### src/rtl/cmach_recp_pkg.sv
// Coffee machine recipe table: shared types, FSM states and the standard default recipes.
// Optional feature macro used by the RAM: CMACH_RECP_PARITY_EN (per-entry even parity).
package cmach_recp_pkg;

  // Timing field width of the standard table; the RAM resizes to its own TIME_W.
  localparam int unsigned RECP_TIME_W = 4;
  localparam int unsigned STD_DRINKS  = 5;
  localparam int unsigned STD_SIZES   = 3;

  typedef enum logic [2:0] {
    DrinkEspresso, DrinkAmericano, DrinkLatte, DrinkCappuccino, DrinkMocha
  } drink_e;

  typedef enum logic [1:0] {SizeSmall, SizeMedium, SizeLarge} size_e;

  typedef enum logic [1:0] {StInit, StIdle, StRestore} state_e;

  // MSB first, matches the packed RAM entry layout.
  typedef struct packed {
    logic                   load_filter;
    logic                   high_press;
    logic [RECP_TIME_W-1:0] pour_time;
    logic [RECP_TIME_W-1:0] hot_water_time;
    logic [RECP_TIME_W-1:0] grinder_time;
    logic [RECP_TIME_W-1:0] cocoa_time;
    logic                   add_creamer;
  } coffee_recipe_t;

  localparam coffee_recipe_t DEFAULT_TABLE [0:STD_DRINKS-1][0:STD_SIZES-1] = '{
    '{ '{1'b0, 1'b1, 4'd5, 4'd2,  4'd3, 4'd2,  1'b0},
       '{1'b0, 1'b1, 4'd6, 4'd3,  4'd4, 4'd3,  1'b0},
       '{1'b0, 1'b1, 4'd7, 4'd4,  4'd5, 4'd4,  1'b0} },
    '{ '{1'b1, 1'b0, 4'd6, 4'd5,  4'd2, 4'd0,  1'b0},
       '{1'b1, 1'b0, 4'd7, 4'd6,  4'd3, 4'd0,  1'b0},
       '{1'b1, 1'b0, 4'd8, 4'd7,  4'd4, 4'd0,  1'b0} },
    '{ '{1'b1, 1'b1, 4'd3, 4'd6,  4'd2, 4'd0,  1'b1},
       '{1'b1, 1'b1, 4'd4, 4'd8,  4'd3, 4'd0,  1'b1},
       '{1'b1, 1'b1, 4'd5, 4'd10, 4'd4, 4'd0,  1'b1} },
    '{ '{1'b0, 1'b1, 4'd3, 4'd4,  4'd2, 4'd1,  1'b1},
       '{1'b0, 1'b1, 4'd4, 4'd5,  4'd3, 4'd1,  1'b1},
       '{1'b0, 1'b1, 4'd5, 4'd6,  4'd4, 4'd2,  1'b1} },
    '{ '{1'b1, 1'b0, 4'd4, 4'd6,  4'd2, 4'd7,  1'b1},
       '{1'b1, 1'b0, 4'd5, 4'd8,  4'd3, 4'd9,  1'b1},
       '{1'b1, 1'b0, 4'd6, 4'd12, 4'd4, 4'd11, 1'b1} }
  };

  // Recipes outside the standard 5x3 table default to all-zero.
  function automatic coffee_recipe_t default_recipe(input int unsigned d, input int unsigned s);
    if (d < STD_DRINKS && s < STD_SIZES) begin
      return DEFAULT_TABLE[3'(d)][2'(s)];
    end
    return '0;
  endfunction

endpackage

### src/rtl/cmach_recp_mem.sv
// Recipe storage array: one synchronous write port, one combinational read port, no reset
// (the table is fully rewritten after every reset release).
module cmach_recp_mem
  import cmach_recp_pkg::*;
#(
  parameter int unsigned DEPTH  = 15,
  parameter int unsigned WIDTH  = 19,
  parameter int unsigned ADDR_W = 4
) (
  input  logic              clk,
  input  logic              i_we,
  input  logic [ADDR_W-1:0] i_waddr,
  input  logic [WIDTH-1:0]  i_wdata,
  input  logic [ADDR_W-1:0] i_raddr,
  output logic [WIDTH-1:0]  o_rdata
);

  logic [WIDTH-1:0] r_mem [DEPTH];

  // Write port; the caller only asserts i_we for in-range addresses.
  always_ff @(posedge clk) begin
    if (i_we) begin
      r_mem[i_waddr] <= i_wdata;
    end
  end

  // Out-of-range reads return zero rather than an undefined element.
  assign o_rdata = ({1'b0, i_raddr} < (ADDR_W + 1)'(DEPTH)) ? r_mem[i_raddr] : '0;

endmodule

### src/rtl/cmach_recp_ram.sv
// Coffee machine recipe RAM: loads the default table after reset or on restore_req, serves
// 1-cycle pipelined reads and ready/valid writes.
// Optional macro CMACH_RECP_PARITY_EN adds per-entry even parity and the par_inj input.
module cmach_recp_ram
  import cmach_recp_pkg::*;
#(
  parameter int unsigned NUM_DRINKS = 5,
  parameter int unsigned NUM_SIZES  = 3,
  parameter int unsigned TIME_W     = 4,
  localparam int unsigned ENTRY_W   = 3 + 4 * TIME_W,
  localparam int unsigned DRINK_W   = (NUM_DRINKS > 1) ? $clog2(NUM_DRINKS) : 1,
  localparam int unsigned SIZE_W    = (NUM_SIZES > 1) ? $clog2(NUM_SIZES) : 1
) (
  input  logic               clk,
  input  logic               rst_n,
  input  logic               restore_req,
  output logic               busy,
  input  logic               rd_req,
  input  logic [DRINK_W-1:0] rd_drink,
  input  logic [SIZE_W-1:0]  rd_size,
  output logic               rd_valid,
  output logic [ENTRY_W-1:0] rd_recipe,
  output logic               rd_err,
  input  logic               wr_valid,
  output logic               wr_ready,
  input  logic [DRINK_W-1:0] wr_drink,
  input  logic [SIZE_W-1:0]  wr_size,
  input  logic [ENTRY_W-1:0] wr_recipe
`ifdef CMACH_RECP_PARITY_EN
  ,
  input  logic               par_inj
`endif
);

  localparam int unsigned DEPTH = NUM_DRINKS * NUM_SIZES;
  localparam int unsigned IDX_W = (DEPTH > 1) ? $clog2(DEPTH) : 1;
`ifdef CMACH_RECP_PARITY_EN
  localparam int unsigned MEM_W = ENTRY_W + 1;
`else
  localparam int unsigned MEM_W = ENTRY_W;
`endif

  function automatic logic [IDX_W-1:0] flat_idx(input logic [DRINK_W-1:0] d,
                                                input logic [SIZE_W-1:0]  s);
    int unsigned v;
    v = 32'(d) * NUM_SIZES + 32'(s);
    return IDX_W'(v);
  endfunction

  function automatic logic in_range(input logic [DRINK_W-1:0] d, input logic [SIZE_W-1:0] s);
    return (32'(d) < NUM_DRINKS) && (32'(s) < NUM_SIZES);
  endfunction

  // Size casts zero-extend or truncate the standard 4-bit timings to TIME_W.
  function automatic logic [ENTRY_W-1:0] pack_entry(input coffee_recipe_t r);
    return {r.load_filter, r.high_press, TIME_W'(r.pour_time), TIME_W'(r.hot_water_time),
            TIME_W'(r.grinder_time), TIME_W'(r.cocoa_time), r.add_creamer};
  endfunction

  state_e             r_state;
  logic [IDX_W-1:0]   r_step;
  logic [DRINK_W-1:0] r_init_d;
  logic [SIZE_W-1:0]  r_init_s;
  logic               r_busy;
  logic               r_wr_ready;
  logic               r_rd_valid;
  logic               r_rd_err;
  logic [ENTRY_W-1:0] r_rd_recipe;

  logic [ENTRY_W-1:0] w_def_entry;
  logic [MEM_W-1:0]   w_def_word;
  logic [MEM_W-1:0]   w_wr_word;
  logic [MEM_W-1:0]   w_rd_word;
  logic               w_rd_par_err;
  logic               w_wr_fire;
  logic               w_mem_we;
  logic [IDX_W-1:0]   w_mem_waddr;
  logic [MEM_W-1:0]   w_mem_wdata;
  logic [IDX_W-1:0]   w_rd_idx;
  logic               w_rd_in_range;

  assign w_def_entry   = pack_entry(default_recipe(32'(r_init_d), 32'(r_init_s)));
  assign w_rd_idx      = flat_idx(rd_drink, rd_size);
  assign w_rd_in_range = in_range(rd_drink, rd_size);

`ifdef CMACH_RECP_PARITY_EN
  // Stored bit makes the total even; par_inj deliberately corrupts it on external writes.
  assign w_def_word   = {^w_def_entry, w_def_entry};
  assign w_wr_word    = {(^wr_recipe) ^ par_inj, wr_recipe};
  assign w_rd_par_err = ^w_rd_word;
`else
  assign w_def_word   = w_def_entry;
  assign w_wr_word    = wr_recipe;
  assign w_rd_par_err = 1'b0;
`endif

  // Write port arbitration: table loading owns the port while busy; restore_req drops writes.
  always_comb begin
    w_wr_fire   = wr_valid && r_wr_ready && !restore_req && in_range(wr_drink, wr_size);
    w_mem_we    = 1'b0;
    w_mem_waddr = r_step;
    w_mem_wdata = w_def_word;
    if (r_state != StIdle) begin
      w_mem_we = 1'b1;
    end else if (w_wr_fire) begin
      w_mem_we    = 1'b1;
      w_mem_waddr = flat_idx(wr_drink, wr_size);
      w_mem_wdata = w_wr_word;
    end
  end

  // Control FSM with registered busy/wr_ready; loads one default entry per cycle.
  always_ff @(posedge clk or negedge rst_n) begin
    if (!rst_n) begin
      r_state    <= StInit;
      r_step     <= '0;
      r_init_d   <= '0;
      r_init_s   <= '0;
      r_busy     <= 1'b1;
      r_wr_ready <= 1'b0;
    end else begin
      unique case (r_state)
        StInit, StRestore: begin
          if (r_step == IDX_W'(DEPTH - 1)) begin
            r_state    <= StIdle;
            r_step     <= '0;
            r_init_d   <= '0;
            r_init_s   <= '0;
            r_busy     <= 1'b0;
            r_wr_ready <= 1'b1;
          end else begin
            r_step <= r_step + IDX_W'(1);
            if (r_init_s == SIZE_W'(NUM_SIZES - 1)) begin
              r_init_s <= '0;
              r_init_d <= r_init_d + DRINK_W'(1);
            end else begin
              r_init_s <= r_init_s + SIZE_W'(1);
            end
          end
        end
        StIdle: begin
          if (restore_req) begin
            r_state    <= StRestore;
            r_busy     <= 1'b1;
            r_wr_ready <= 1'b0;
          end
        end
        default: r_state <= StInit;
      endcase
    end
  end

  // Read response register; recipe holds its value between responses.
  always_ff @(posedge clk or negedge rst_n) begin
    if (!rst_n) begin
      r_rd_valid  <= 1'b0;
      r_rd_err    <= 1'b0;
      r_rd_recipe <= '0;
    end else begin
      r_rd_valid <= rd_req;
      if (rd_req) begin
        if (r_busy || !w_rd_in_range) begin
          r_rd_err    <= 1'b1;
          r_rd_recipe <= '0;
        end else begin
          r_rd_err    <= w_rd_par_err;
          r_rd_recipe <= w_rd_word[ENTRY_W-1:0];
        end
      end else begin
        r_rd_err <= 1'b0;
      end
    end
  end

  cmach_recp_mem #(
    .DEPTH (DEPTH),
    .WIDTH (MEM_W),
    .ADDR_W(IDX_W)
  ) u_mem (
    .clk    (clk),
    .i_we   (w_mem_we),
    .i_waddr(w_mem_waddr),
    .i_wdata(w_mem_wdata),
    .i_raddr(w_rd_idx),
    .o_rdata(w_rd_word)
  );

  assign busy      = r_busy;
  assign wr_ready  = r_wr_ready;
  assign rd_valid  = r_rd_valid;
  assign rd_err    = r_rd_err;
  assign rd_recipe = r_rd_recipe;

endmodule

### config.mk
export PLATFORM = sky130hd
export DESIGN_NAME = cmach_recp_ram
export DESIGN_NICKNAME = d
export VERILOG_FILES = /design/src/rtl/cmach_recp_pkg.sv /design/src/rtl/cmach_recp_mem.sv /design/src/rtl/cmach_recp_ram.sv
export SDC_FILE = /design/constraint.sdc
export NUM_CORES = 1
export LEC_CHECK = 0
export CORE_UTILIZATION = 40
export CTS_CLUSTER_SIZE = 10
export DETAILED_ROUTE_END_ITERATION = 10
export PLACE_DENSITY = 0.56
export SYNTH_ARGS = -nofsm -noshare
export SYNTH_HDL_FRONTEND = slang
export SYNTH_SLANG_ARGS = --single-unit
### constraint.sdc
create_clock -name clk -period 3.1 [get_ports clk]
set_input_delay 0.62 -clock clk [delete_from_list [all_inputs] [get_ports clk]]
set_output_delay 0.62 -clock clk [all_outputs]
set_load 0.03 [all_outputs]
==> results.md <==
- First-pass GRT wire length: 49100 um
- Initial cell density of the core: 40.7%
- CTS tree: done
- Post-synth cell types: a little under 50
- Vias per cell: 5.35
- Worst setup margin: 0.195 ns
- Leak: 5.97 nW
- Mapped Nets: 887
- Routed met1 length: 14700 um
- Max-slew headroom: 33.8%
- Kind of start point of the critical path: input port
- Critical Path RT: between 3 and 4 ns
- TNS Setup: 0 ns
- NetSw: approximately 5 mW
- Routed wire per std cell: 22.3 um
- Combinational share of power: a little under a third
- Global Route Usage Sum: 19.7%
- DP HPWL: 20400 um
- Ratio of cells with drive above 1 in the final layout: a little over a fifth
- Fin. max-slew vios: 0
- Final period util: 93.7%
- Synth warnings: 0
- Async S/R FF share, synth: 10.7%
- Seq/Total Area, Yosys: 70.9%
- Status: completed
- FILL cells: 2736
- Clock latency on the worst-skew pair: roughly 0.5 ns
- Num CTS Buffers: 38
- CTS root buf: clkbuf_16
- Post-synth top cells: edfxtp_1 (285), mux2i_1 (93), o21ai_0 (43)
- Slew @ Worst Pin: 0.993 ns
- Max Fanout on Critical Path: 16
- Initial antenna violation count: 0
- Area growth, synth to finish: 25.3%
- Largest cells by area after synthesis: edfxtp_1 (64%), mux2i_1 (7.0%), dfrtp_1 (6.2%), mux4_2 (3.1%), mux2_2 (2.3%)
- Most frequent cell after synthesis: edfxtp_1
- Min Tclk post-route: 2.91 ns
- Clock Power Share: about a quarter
- # rows: 66
- Dpl ws: -0.565 ns
- Internal: about 11 mW
- DRT iter0 DRCs: 568
- Met2 WL post-DR: 15600 um
- Final Setup Violations: 0
- I/O pins: 57
- Via count: 7743
- H-tree Lvls: 2
- Yosys top cell by area: edfxtp_1
- Ys flop type: edfxtp_1
- Total Wirelength: 32200 um
- Die width: 184 um
- Max Used Layer: met4
- Final instance area: ~17000 um^2
- FMAX: 344 MHz
- CP arrival: 3.10 ns
- Post-synth top area share: 64.4%
- Met3 Routed Length: ~1300 um
- Number of synthesized register bits: roughly 320
- Max Cap Violations: 0
- Largest net degree at the start of global routing: 35
- Share of power burned in registers: 43.6%
- Hold_buf cts: 0
- Vias in the first global route: slightly below 8000
- DRC: 0
- Routed Antenna Nets: 0
- Mapped cell area: 13300 um^2
- CTS clk-pin slew, worst paths: 0.05 ns
- Final hold viol count: 0
- Initial DRT Pass Iterations: 8
- Worst setup EP type: flip-flop
- RSZ-0062 raised after global routing: false
- GRT Residual Overflow: 0
- Final net count: between 1000 and 1500
- Crit Path Class: input port to flip-flop
- Cell Area, Placed: between 15000 and 20000 um^2
- CTS Buffer Depth: 3
- Routability cong.: 0.855
- Switching portion of total power: a little under a third
- Die height: 184 um
- Clk_skew: 0.00883 ns
- Post-synth EDFFs: between 200 and 300
- Core area: approximately 33000 um^2
- Post-Syn Instances: around 830
- Port Buffers: 56
- PD cells: 969 nW/um^2
- Die area: 33900 um^2
- Antenna diodes: 0
- HP Class: input port to asynchronous set/reset pin
- Mean Syn Cell Area: 15.9 um^2
- CTS sink count: 319
- VDD IR max: ~590 uV
## sequential cells by signal, indices dropped and copies added, names as in the netlist
signal and cells:
r_init_d 3, r_init_s 2, busy 1, rd_valid 1, r_state 2, u_mem.r_mem 285
rd_recipe 19, r_step 4, rd_err 1, wr_ready 1
## worst max-delay path, stage by stage
cell and delay [ns]:
clkdlybuf4s50_1 0.45, fa_1 0.49, ha_1 0.20, inv_1 0.06, fa_2 0.44, a21o_2 0.34
nor3_4 0.26, buf_12 0.22
## per-stage QoR
| step | std cells | power (mW) | util (%) | hold WS (ns) |
|---|---|---|---|---|
| global placement | 1380 | 12.1 | 47.5 | 0.537 |
| finish | 1446 | 16.1 | 51.0 | 0.291 |
| floorplan | 833 | 9.67 | - | 0.324 |
| global route | 1446 | 16.9 | 51.0 | 0.349 |
| detailed placement | 1380 | 12.2 | 47.5 | 0.539 |
| CTS | 1446 | 16.2 | 50.9 | 0.309 |
## layer usage
metal  vias to the layer above  global-route usage, %
met5                         -                      0
met4                         0                   4.67
met3                        41                   2.31
met2                       192                   32.9
met1                      3959                   27.6
li1                       3551                      -
## power by group through the flow
stage / clock network (mW) / logic (mW) / registers [mW]
finish: 4.00 / 5.08 / 7.04
global route: 4.27 / 5.51 / 7.12
floorplan: 0 / 2.59 / 7.08
CTS: 4.08 / 5.12 / 7.04
detailed placement: 0 / 5.10 / 7.12
global placement: 0 / 5.01 / 7.09
## final timing paths
kind | from | end | slack (ns) | depth (start not counted)
max | wr_drink[0] | u_mem.r_mem[13][5] | 0.19 | 8
min reg2reg | busy | busy | 0.55 | 2
min in group clk | rd_size[1] | rd_err | 0.51 | 3
max in group asynchronous | rst_n | rd_recipe[6] | 2.19 | 1
min | rst_n | r_init_d[2] | 0.29 | 1
max reg2reg | r_state[0] | u_mem.r_mem[13][5] | 0.71 | 7
## cell usage in the layout (no fill, tap or decap), types with 3 or more instances in the layout
cell,netlist,layout
a21o_1,4,3
a21oi_1,25,25
a22o_1,6,6
a22oi_1,3,3
a32o_1,3,3
buf_12,0,34
buf_4,8,61
clkbuf_1,25,23
clkbuf_16,0,39
clkdlybuf4s50_1,0,52
dfrtp_1,33,33
dlymetal6s2s_1,0,3
edfxtp_1,285,285
ha_1,16,14
inv_1,35,35
mux2_2,27,26
mux2i_1,93,92
mux4_2,18,18
nand2_1,40,40
nand2b_1,6,6
nand3_1,3,3
nor2_1,13,13
nor2b_1,5,5
nor3_1,32,20
nor3_4,1,16
o21ai_0,43,43
o22ai_1,41,40
o31ai_1,3,3
o32ai_1,19,19
## layout make-up
type,count,area [um^2],share of cell area [%]
clock inverter,4,48.8,0.293
timing repair buffer,152,1710,10.3
inverter,35,131,0.790
multi-input combinational,432,3720,22.3
clock buffer,62,1060,6.39
sequential,319,9410,56.6
tap,442,553,3.32
## kinds of logic after synthesis
| family | count (synthesis) | share of synthesized area (%) |
|---|---|---|
| and+or+nand+nor | 115 | 4.35 |
| AOI/OAI and AO/OA | 157 | 7.51 |
| adders and majority gates | 20 | 2.11 |
| DFF | 319 | 70.9 |
| xor gates and xnor gates | 2 | 0.132 |
| muxes | 138 | 12.4 |
| buffers and inverters | 82 | 2.68 |
## timing repair
item                                    CTS  global route
setup buffers                             0             0
resized for setup                         1             5
pin swaps                                 1             3
endpoints found under the setup margin   15            16
Note: power is estimated with default switching activity, not from simulation.
